$ cat src/rtl/pipelined_mult_rr_arbiter.sv
// rtl/pipelined_mult_rr_arbiter.sv - round-robin front end sharing one pipelined multiplier
// Products return on RES_* with the owning requester ID, tracked by a tag pipe of matched depth.
module pipelined_mult_rr_arbiter #(
    parameter int NUM_REQ  = 4,
    parameter int ID_W     = 2,
    parameter int OP_W     = 18,
    parameter int MULT_LAT = 5
) (
    input  logic                    i_clk,
    input  logic                    i_rst_n,
    input  logic [NUM_REQ-1:0]      i_req_valid,
    output logic [NUM_REQ-1:0]      o_req_ready,
    input  logic [NUM_REQ*OP_W-1:0] i_req_a,
    input  logic [NUM_REQ*OP_W-1:0] i_req_b,
    output logic [OP_W-1:0]         o_mul_a,
    output logic [OP_W-1:0]         o_mul_b,
    input  logic [2*OP_W-1:0]       i_mul_p,
    output logic                    o_res_valid,
    output logic [ID_W-1:0]         o_res_id,
    output logic [2*OP_W-1:0]       o_res_p,
    output logic                    o_busy
);

    localparam int IW = ID_W + 1;

    logic [ID_W-1:0]     r_ptr;
    logic [OP_W-1:0]     r_mul_a;
    logic [OP_W-1:0]     r_mul_b;
    logic [MULT_LAT:0]   r_tag_valid;
    logic [ID_W-1:0]     r_tag_id [0:MULT_LAT];

    logic [IW-1:0]       w_idx;
    logic                w_found;
    logic                w_xfer;
    logic [ID_W-1:0]     w_gnt_id;
    logic [ID_W-1:0]     w_ptr_nxt;
    logic [NUM_REQ-1:0]  w_grant;
    logic [OP_W-1:0]     w_sel_a;
    logic [OP_W-1:0]     w_sel_b;

    // Search ptr, ptr+1, ... wrapping at NUM_REQ; first valid index wins.
    always_comb begin
        w_idx    = '0;
        w_found  = 1'b0;
        w_gnt_id = '0;
        for (int k = 0; k < NUM_REQ; k++) begin
            w_idx = {1'b0, r_ptr} + IW'(k);
            if (w_idx >= IW'(NUM_REQ)) begin
                w_idx = w_idx - IW'(NUM_REQ);
            end
            if (!w_found && i_req_valid[w_idx[ID_W-1:0]]) begin
                w_found  = 1'b1;
                w_gnt_id = w_idx[ID_W-1:0];
            end
        end
    end

    assign w_xfer    = w_found & i_rst_n;
    assign w_ptr_nxt = (w_gnt_id == ID_W'(NUM_REQ - 1)) ? '0 : w_gnt_id + 1'b1;
    assign w_sel_a   = i_req_a[w_gnt_id*OP_W +: OP_W];
    assign w_sel_b   = i_req_b[w_gnt_id*OP_W +: OP_W];

    always_comb begin
        w_grant = '0;
        if (w_xfer) begin
            w_grant[w_gnt_id] = 1'b1;
        end
    end

    // Reset clears every tag valid, so products already inside the multiplier are dropped.
    always_ff @(posedge i_clk) begin
        if (!i_rst_n) begin
            r_ptr       <= '0;
            r_mul_a     <= '0;
            r_mul_b     <= '0;
            r_tag_valid <= '0;
            for (int s = 0; s <= MULT_LAT; s++) begin
                r_tag_id[s] <= '0;
            end
        end else begin
            r_tag_valid <= {r_tag_valid[MULT_LAT-1:0], w_xfer};
            r_tag_id[0] <= w_xfer ? w_gnt_id : '0;
            for (int s = 1; s <= MULT_LAT; s++) begin
                r_tag_id[s] <= r_tag_id[s-1];
            end
            if (w_xfer) begin
                r_ptr   <= w_ptr_nxt;
                r_mul_a <= w_sel_a;
                r_mul_b <= w_sel_b;
            end
        end
    end

    assign o_req_ready = w_grant;
    assign o_mul_a     = r_mul_a;
    assign o_mul_b     = r_mul_b;
    assign o_res_valid = r_tag_valid[MULT_LAT];
    assign o_res_id    = r_tag_id[MULT_LAT];
    assign o_res_p     = i_mul_p;
    assign o_busy      = |r_tag_valid;

endmodule
$ cat config.mk
export PLATFORM = sky130hd
export DESIGN_NAME = pipelined_mult_rr_arbiter
export DESIGN_NICKNAME = d
export VERILOG_FILES = /design/src/rtl/pipelined_mult_rr_arbiter.sv
export SDC_FILE = /design/constraint.sdc
export NUM_CORES = 1
export LEC_CHECK = 0
export CORE_MARGIN = 8
export CORE_UTILIZATION = 30
export CTS_BUF_LIST = sky130_fd_sc_hd__clkbuf_16
export CTS_CLUSTER_DIAMETER = 60
export DETAILED_ROUTE_END_ITERATION = 10
export GPL_TIMING_DRIVEN = 0
export PLACE_DENSITY = 0.79
export SYNTH_ARGS = -nofsm -noshare
export SYNTH_HDL_FRONTEND = slang
export SYNTH_SLANG_ARGS = --single-unit
$ cat constraint.sdc
create_clock -name i_clk -period 1.6 [get_ports i_clk]
set_input_delay 0.16 -clock i_clk [delete_from_list [all_inputs] [get_ports i_clk]]
set_output_delay 0.16 -clock i_clk [all_outputs]
set_load 0.01 [all_outputs]
==> qor.txt, run 1 <==
outcome = finished with violations
failing checks = negative setup slack
Yosys reg bits = 56
Clock Path Buffers = 2
syn nets = 585
minimum clock period = 1.94 ns
Placer Congestion = 0.771
Skew-Pair Late Insertion Delay = 0.29 ns
arrival time worst endpoint = 1.78 ns
Synth Flop Type = dfxtp_1
Crit Path Max Fanout = 3
Post-synth EDFFs = 0
Avg Vias per Cell = 5.07
Area contributors post-synth = dfxtp_1, a211oi_1, and3_1, buf_4, o31ai_1
Max Clk Rate = 516 MHz
row count = 38
sequential area share after synthesis = 33.1%
TritonCTS buffer count = 5
wire per inst = 19.6 um
vias in the first global route = 4357
area grow syn2layout = 103%
DP Worst Slack = -1.39 ns
ANT nets after route = 0
Critical Path RT = 1.44 ns
leading area contributor after synthesis = dfxtp_1
post-synthesis instance area = 3380 um^2
RSZ-0062 raised after global routing = yes
ys async rst share = 0%
clock sink count = 56
DRC = 0
Initial Util = 30.9%
Final Cell Area = 6870 um^2
htree depth = 2
Remaining Overflow, GRT = 0
Slew headroom = 67.6%
DP Area = 6440 um^2
router iterations before antenna repair = 4
I/O Pins = 266
Leakage = 2.60 nW
die width = 122 um
Total Wirelength = 15400 um
Post-synth top cells = and3_1, a211oi_1, dfxtp_1
Least-Margin Pin Slew = 0.486 ns
Die H = 122 um
Worst Hold Class = reg -> reg
GRT Util Overall = 19.6%
Clock Skew = 0.00877 ns
maxcap violations = 0
Buffers on Ports = 229
clock root buffer = clkbuf_16
critical path class = reg -> out
top-area cell type share of the netlist area = 33.1%
Worst Slack Setup Final = -0.338 ns
Mean Syn Cell Area = 8.50 um^2
initial drt markers = 92
count leader, synth = and3_1
layout net count = 831
Cells after Synth = 398
Synth Warn # = 0
via count = 3982
Slew Viols, Final = 0
Startpoint Class = flop
final hold vios = 0
detailed placement HPWL = 12500 um
# setup viols final = 42
pin count of the biggest net entering global routing = 20
Worst Setup End Kind = primary output
Die ar. = 14900 um^2
first-pass GRT wire length = 23500 um
worst vdd ir = 0.606 mV
Util after Layout = 62.8%
Sum Neg Setup Slack = -9.81 ns
Core Footprint = 10900 um^2
ratio of final minimum period to clock period = 121%
clock-pin transition on the worst setup and hold timing paths = 0.08 ns
layout cell share with drive strength beyond 1 = 35.5%
diodes inserted = 0
antenna violations before repair = 0
Pwr Density = 974 nW/um^2
synth unique cells = 27
CTS tree = done
hold_buf cts = 0
## worst max-delay path: stages (launching register included)
cell	delay, ns
dfxtp_4	0.39
nor2b_4	0.05
or4b_4	0.51
nand2_4	0.09
buf_8	0.10
ha_4	0.11
and2_4	0.13
buf_6	0.09
## cells by family (layout without fill, tap and decap cells)
family / after synthesis / in the layout / synth area share [%]
buffers and inverters: 82 / 329 / 16.0
adder cells (fa/ha/maj): 1 / 1 / 0.370
flip-flops: 56 / 56 / 33.1
AND/OR/NAND/NOR: 146 / 146 / 24.1
multiplexers: 1 / 1 / 0.296
AO/OA/AOI/OAI: 112 / 112 / 26.1
## where the power goes
part / internal, W / total [W] / switching [W]
clock network: 0.000594 / 0.00114 / 0.000549
logic: 0.00212 / 0.00376 / 0.00164
registers: 0.00165 / 0.00179 / 0.000141
total: 0.00436 / 0.00669 / 0.00233
## stage by stage
step                      total power (W)  hold WS, ns  std cells
after floorplan                   0.00386        0.282        398
after global placement            0.00521        0.417        767
after detailed placement          0.00528        0.419        767
after CTS                         0.00669        0.425        785
after global routing              0.00708        0.456        785
final                             0.00669        0.437        785
## sequential cells by signal (all words and copies together), names as in the netlist
name / cells
o_mul_b: 18
r_tag_id: 12
r_tag_valid: 6
r_ptr: 2
o_mul_a: 18
## final timing paths
check / from / endpoint / slack, ns / depth (start not counted)
worst max-delay path: r_ptr[0] / o_req_ready[3] / -0.34 / 7
worst min-delay path: r_tag_id[0][6] / r_tag_id[0][8] / 0.44 / 1
worst max register to register: r_ptr[0] / o_mul_a[17] / -0.29 / 7
worst min register to register: r_tag_id[0][6] / r_tag_id[0][8] / 0.44 / 1
## layout make-up
class	instances	area, um^2
Clock inverter	3	25.0
Buffer	78	667
Inverter	2	7.51
Sequential cell	56	1130
Timing Repair Buffer	241	2380
Clock buffer	5	125
Fill cell	912	4070
Tap cell	140	175
Multi-Input combinational cell	260	2360
## layout by cell type (no fill, tap or decap), drive strengths merged, types with 18 or more instances in the layout
| master | Yosys | routed |
|---|---|---|
| clkbuf | 21 | 25 |
| a211oi | 72 | 72 |
| clkdlybuf4s50 | 0 | 220 |
| buf | 59 | 74 |
| and2 | 18 | 18 |
| o31ai | 37 | 37 |
| nand2 | 39 | 39 |
| and3 | 73 | 73 |
| dfxtp | 56 | 56 |
## metal layers
layer | vias up | routed length, um | GRT usage (%)
met1 | 1849 | 5830 | 21.2
met4 | 0 | 297 | 5.33
met5 | - | 0 | 0
li1 | 1930 | - | -
met3 | 18 | 1530 | 7.40
met2 | 185 | 7720 | 35.2
## what timing repair did
item                                    in CTS  in global routing
pin swaps                                    6                 15
resized for setup                           66                 16
endpoints found under the setup margin      46                 43
setup buffers                               12                  0
Note: power is estimated with default switching activity, not from simulation.
==> inputs of run 2 (changes only) <==
--- a/config.mk
+++ b/config.mk
@@ -5,13 +5,15 @@
 export SDC_FILE = /design/constraint.sdc
 export NUM_CORES = 1
 export LEC_CHECK = 0
+export CELL_PAD_IN_SITES_DETAIL_PLACEMENT = 2
+export CELL_PAD_IN_SITES_GLOBAL_PLACEMENT = 2
 export CORE_MARGIN = 8
-export CORE_UTILIZATION = 30
+export CORE_UTILIZATION = 15
 export CTS_BUF_LIST = sky130_fd_sc_hd__clkbuf_16
 export CTS_CLUSTER_DIAMETER = 60
 export DETAILED_ROUTE_END_ITERATION = 10
 export GPL_TIMING_DRIVEN = 0
-export PLACE_DENSITY = 0.79
+export PLACE_DENSITY = 0.78
 export SYNTH_ARGS = -nofsm -noshare
 export SYNTH_HDL_FRONTEND = slang
 export SYNTH_SLANG_ARGS = --single-unit
==> qor.txt, run 2 (synthesized netlist as in run 1, its figures left out) <==
outcome = finished with violations
failing checks = negative setup slack
via count = 4029
clock-pin transition on the worst setup and hold timing paths = 0.08 ns
reg2reg end = o_mul_a[11]
DP Area = 6620 um^2
Worst Slack Setup Final = -0.367 ns
Die ar. = 27600 um^2
CP cell instances = nor2b_4 -> or4b_4 -> nand2_4 -> buf_12 -> ha_4 -> and2_4 -> buf_6
critical path class = reg -> out
Avg Vias per Cell = 4.30
vias in the first global route = 4593
minimum clock period = 1.97 ns
Placer Congestion = 0.721
Max Clk Rate = 508 MHz
Slew headroom = 63.6%
Least-Margin Pin Slew = 0.547 ns
Worst Setup SP = r_ptr[0]
Skew-Pair Late Insertion Delay = 0.31 ns
maxcap violations = 0
initial drt markers = 108
CTS tree = done
ratio of final minimum period to clock period = 123%
layout cell share with drive strength beyond 1 = 36.3%
RSZ-0062 raised after global routing = yes
GRT Util Overall = 13.5%
Clock Path Buffers = 2
Slew Viols, Final = 0
Die H = 166 um
antenna violations before repair = 0
area of the multi-input gates = 2360 um^2
Total Wirelength = 19300 um
slowest CP cell = or4b_4
TritonCTS buffer count = 5
Worst Setup EP = o_req_ready[3]
htree depth = 2
R2R cell count = 7
I/O Pins = 266
Leakage = 2.65 nW
Pwr Density = 979 nW/um^2
Worst Setup End Kind = primary output
clock sink count = 56
reg2reg start = r_ptr[0]
# setup viols final = 42
Initial Util = 15.1%
wire per inst = 20.6 um
DP Worst Slack = -1.60 ns
Crit Path Max Fanout = 4
final hold vios = 0
Worst Hold Class = in -> reg
commonest non-fill, non-tap cells in the layout = clkdlybuf4s50_1, a211oi_2, buf_4
# placed instances = 912
Finished Layout Cells = 937
flop-to-flop setup slack = -0.35 ns
Final Cell Area = 7120 um^2
arrival time worst endpoint = 1.81 ns
storage element area = 1130 um^2
DRC = 0
clock root buffer = clkbuf_16
first-pass GRT wire length = 29000 um
detailed placement HPWL = 15600 um
Clock Skew = 0.00917 ns
Remaining Overflow, GRT = 0
area grow syn2layout = 110%
Core Footprint = 22400 um^2
die width = 166 um
commonest non-fill, non-tap cell in the layout = clkdlybuf4s50_1
layout net count = 838
final-layout fill cell count = 2454
worst vdd ir = 0.354 mV
Worst path max stage delay = 0.51 ns
row count = 55
ANT nets after route = 0
Critical Path RT = 1.44 ns
pin count of the biggest net entering global routing = 20
Buffers on Ports = 229
Startpoint Class = flop
diodes inserted = 0
router iterations before antenna repair = 4
HP Start = i_req_valid[2]
[run 2: stage by stage]
step                      setup TNS, ns  power, W  hold slack (ns)  utilization (%)
after global routing             -14.82   0.00741            0.448             31.8
after CTS                        -15.95   0.00697            0.405             31.3
after detailed placement         -50.41   0.00546            0.423             29.6
final                            -11.24   0.00697            0.414             31.8
after floorplan                   -1.08   0.00386            0.282                -
after global placement           -46.27   0.00539            0.413             29.6
[run 2: worst min path at each step]
stage                           to  slack (ns)  depth (start not counted)
finish                    r_ptr[1]        0.41                          4
global placement    r_tag_id[0][9]        0.41                          1
global route              r_ptr[1]        0.45                          4
floorplan                 r_ptr[0]        0.28                          1
detailed placement  r_tag_id[0][6]        0.42                          1
CTS                       r_ptr[1]        0.41                          4
[run 2: worst max-delay path: cells and delay by family (launching register included)]
kind	cells	cell delay, ns
flip-flops	1	0.39
AND/OR/NAND/NOR	4	0.79
adder cells (fa/ha/maj)	1	0.12
buffers and inverters	2	0.20
[run 2: where the power goes]
group          internal (W)  switching, W
sequential          0.00165      0.000143
combinational       0.00218       0.00179
clock              0.000598      0.000607
[run 2: per-layer routing]
metal	vias to the layer above	wire, um	GRT usage [%]
met3	7	1470	4.47
met2	144	9860	24.7
met4	0	143	2.06
li1	1947	-	-
met1	1931	7810	15.3
met5	-	0	0
[run 2: timing repair]
action	4_1_cts	5_1_grt
hold buffers	0	0
setup endpoints to repair	46	43
setup buffers	12	6
gates cloned	0	1
gates resized for setup	66	27
pin swaps	5	12
[run 2: layout make-up]
class,instances,share of cell area [%]
Buffer,78,9.40
Clock buffer,5,1.76
Clock inverter,3,0.387
Inverter,2,0.105
Multi-Input combinational cell,260,33.2
Sequential cell,56,15.8
Tap cell,285,5.01
Timing Repair Buffer,248,34.3
==> inputs of run 3 (changes only) <==
--- a/config.mk
+++ b/config.mk
@@ -14,6 +14,7 @@
 export DETAILED_ROUTE_END_ITERATION = 10
 export GPL_TIMING_DRIVEN = 0
 export PLACE_DENSITY = 0.78
+export REMOVE_ABC_BUFFERS = 1
 export SYNTH_ARGS = -nofsm -noshare
 export SYNTH_HDL_FRONTEND = slang
 export SYNTH_SLANG_ARGS = --single-unit
==> qor.txt, run 3 (synthesized netlist as in run 1, its figures left out) <==
final total power = 0.00709 W
Sw Pwr = 0.00283 W
Clk pwr share = 17.6%
clock-pin transition on the worst setup and hold timing paths = 0.09 ns
final-layout fill cell count = 2470
Top cell by count, worst path = buf_12
Max Clk Rate = 482 MHz
area grow syn2layout = 92.8%
flop-to-flop setup slack = -0.46 ns
# setup viols final = 42
Worst Setup EP = o_req_ready[2]
R2R cell count = 7
ratio of final minimum period to clock period = 130%
layout cell share with drive strength beyond 1 = 26.1%
Crit Path Max Fanout = 5
Avg Vias per Cell = 4.71
Skew-Pair Late Insertion Delay = 0.32 ns
clock root buffer = clkbuf_16
via count = 4058
CP cell instances = nor2b_4 -> nand4b_1 -> clkbuf_16 -> buf_12 -> nand2_8 -> buf_8 -> buf_12 -> nor3_4 -> buf_2
final hold vios = 0
Remaining Overflow, GRT = 0
Leakage = 2.44 nW
Slew headroom = 56.2%
TritonCTS buffer count = 5
reg2reg end = o_mul_b[17]
Least-Margin Pin Slew = 0.655 ns
commonest non-fill, non-tap cells in the layout = clkdlybuf4s50_1, and3_1, a211oi_2
router iterations before antenna repair = 4
slowest CP cell = dfxtp_4
pin count of the biggest net entering global routing = 31
DRC = 0
maxcap violations = 0
antenna violations before repair = 3
Clock Skew = 0.00415 ns
Total Wirelength = 24000 um
Die H = 166 um
Worst path max stage delay = 0.38 ns
Final Cell Area = 6520 um^2
Placer Congestion = 0.653
Worst Slack Setup Final = -0.474 ns
Slew Viols, Final = 0
ANT nets after route = 0
Reg power frac = 25.2%
area of the multi-input gates = 2320 um^2
minimum clock period = 2.07 ns
Critical Path RT = 1.44 ns
die width = 166 um
initial drt markers = 86
commonest non-fill, non-tap cell in the layout = clkdlybuf4s50_1
Worst Hold Class = in -> out
Net Sw Frac = 39.9%
Die ar. = 27600 um^2
worst vdd ir = 0.408 mV
outcome = finished with violations
Buf/Inv on CP = 5
GRT Util Overall = 16.7%
DP Area = 5350 um^2
row count = 55
Startpoint Class = flop
CTS tree = done
Logic pwr share = 57.2%
RSZ-0062 raised after global routing = yes
Clock Path Buffers = 2
I/O Pins = 266
Pwr Density = 1090 nW/um^2
detailed placement HPWL = 12900 um
wire per inst = 27.8 um
Worst Setup SP = r_ptr[0]
vias in the first global route = 4740
Stages on worst setup path = 9
# placed instances = 805
Worst Setup End Kind = primary output
CP delay by family, top = buffers and inverters
storage element area = 1130 um^2
failing checks = negative setup slack
Initial Util = 15.1%
critical path class = reg -> out
P_int = 0.00426 W
layout net count = 761
Core Footprint = 22400 um^2
reg2reg start = r_ptr[0]
htree depth = 2
first-pass GRT wire length = 33900 um
arrival time worst endpoint = 1.91 ns
clock sink count = 56
Buffers on Ports = 193
Finished Layout Cells = 862
## run 3: changes by cell type in the layout (fill, tap and decap cells not counted), sizes merged
cell,change
nand2b,+1
or4b,+12
bufbuf,+1
nand2,+2
clkdlybuf4s50,-36
clkinv,-1
inv,+2
buf,-39
dlygate4sd2,+1
diode,+2
clkbuf,-19
clkdlybuf4s15,-1
## run 3: how the worst min path moves through the flow
stage	from	endpoint	slack [ns]	depth (start not counted)
after floorplan	i_rst_n	r_ptr[0]	0.28	1
after global placement	i_mul_p[5]	o_res_p[5]	0.32	0
after detailed placement	i_mul_p[5]	o_res_p[5]	0.32	0
after CTS	i_mul_p[5]	o_res_p[5]	0.32	0
after global routing	i_mul_p[5]	o_res_p[5]	0.32	0
final	i_mul_p[5]	o_res_p[5]	0.32	0
## run 3: area by class of cell
cell class	count	area share [%]
Antenna cell	2	0.0767
Clock buffer	5	1.92
Clock inverter	3	0.384
Inverter	2	0.364
Multi-Input combinational cell	275	35.6
Sequential cell	56	17.3
Tap cell	285	5.47
Timing Repair Buffer	233	38.8
Timing Repair inverter	1	0.134
## run 3: metrics by stage
| stage | worst slack (ns) | util, % | hold slack [ns] | TNS (ns) |
|---|---|---|---|---|
| finish | -0.474 | 29.2 | 0.320 | -15.33 |
| global route | -0.559 | 29.1 | 0.320 | -18.92 |
| CTS | -0.506 | 28.5 | 0.320 | -16.03 |
| detailed placement | -1.99 | 23.9 | 0.320 | -64.23 |
| global placement | -5.66 | 23.0 | 0.320 | -224.29 |
| floorplan | -1.89 | - | 0.282 | -74.90 |
## run 3: power groups by stage
stage / Clock, W / Combinational, W / Sequential, W
finish: 0.00125 / 0.00406 / 0.00179
detailed placement: 0 / 0.00269 / 0.00181
CTS: 0.00131 / 0.00395 / 0.00178
floorplan: 0 / 0.00106 / 0.00189
global route: 0.00134 / 0.00431 / 0.00182
global placement: 0 / 0.00250 / 0.00178
## run 3: per-layer routing
metal | global-route usage, % | share of wire [%]
met5 | 0 | 0
met4 | 3.91 | 1.9
met3 | 5.82 | 7.2
met2 | 28.4 | 48
met1 | 19.8 | 43
## run 3: what timing repair did
action / in CTS / in global routing
setup buffers: 25 / 2
hold buffers: 0 / 0
endpoints found under the setup margin: 46 / 42
gates resized for setup: 122 / 20
pin swaps: 24 / 9
cloned: 18 / 3
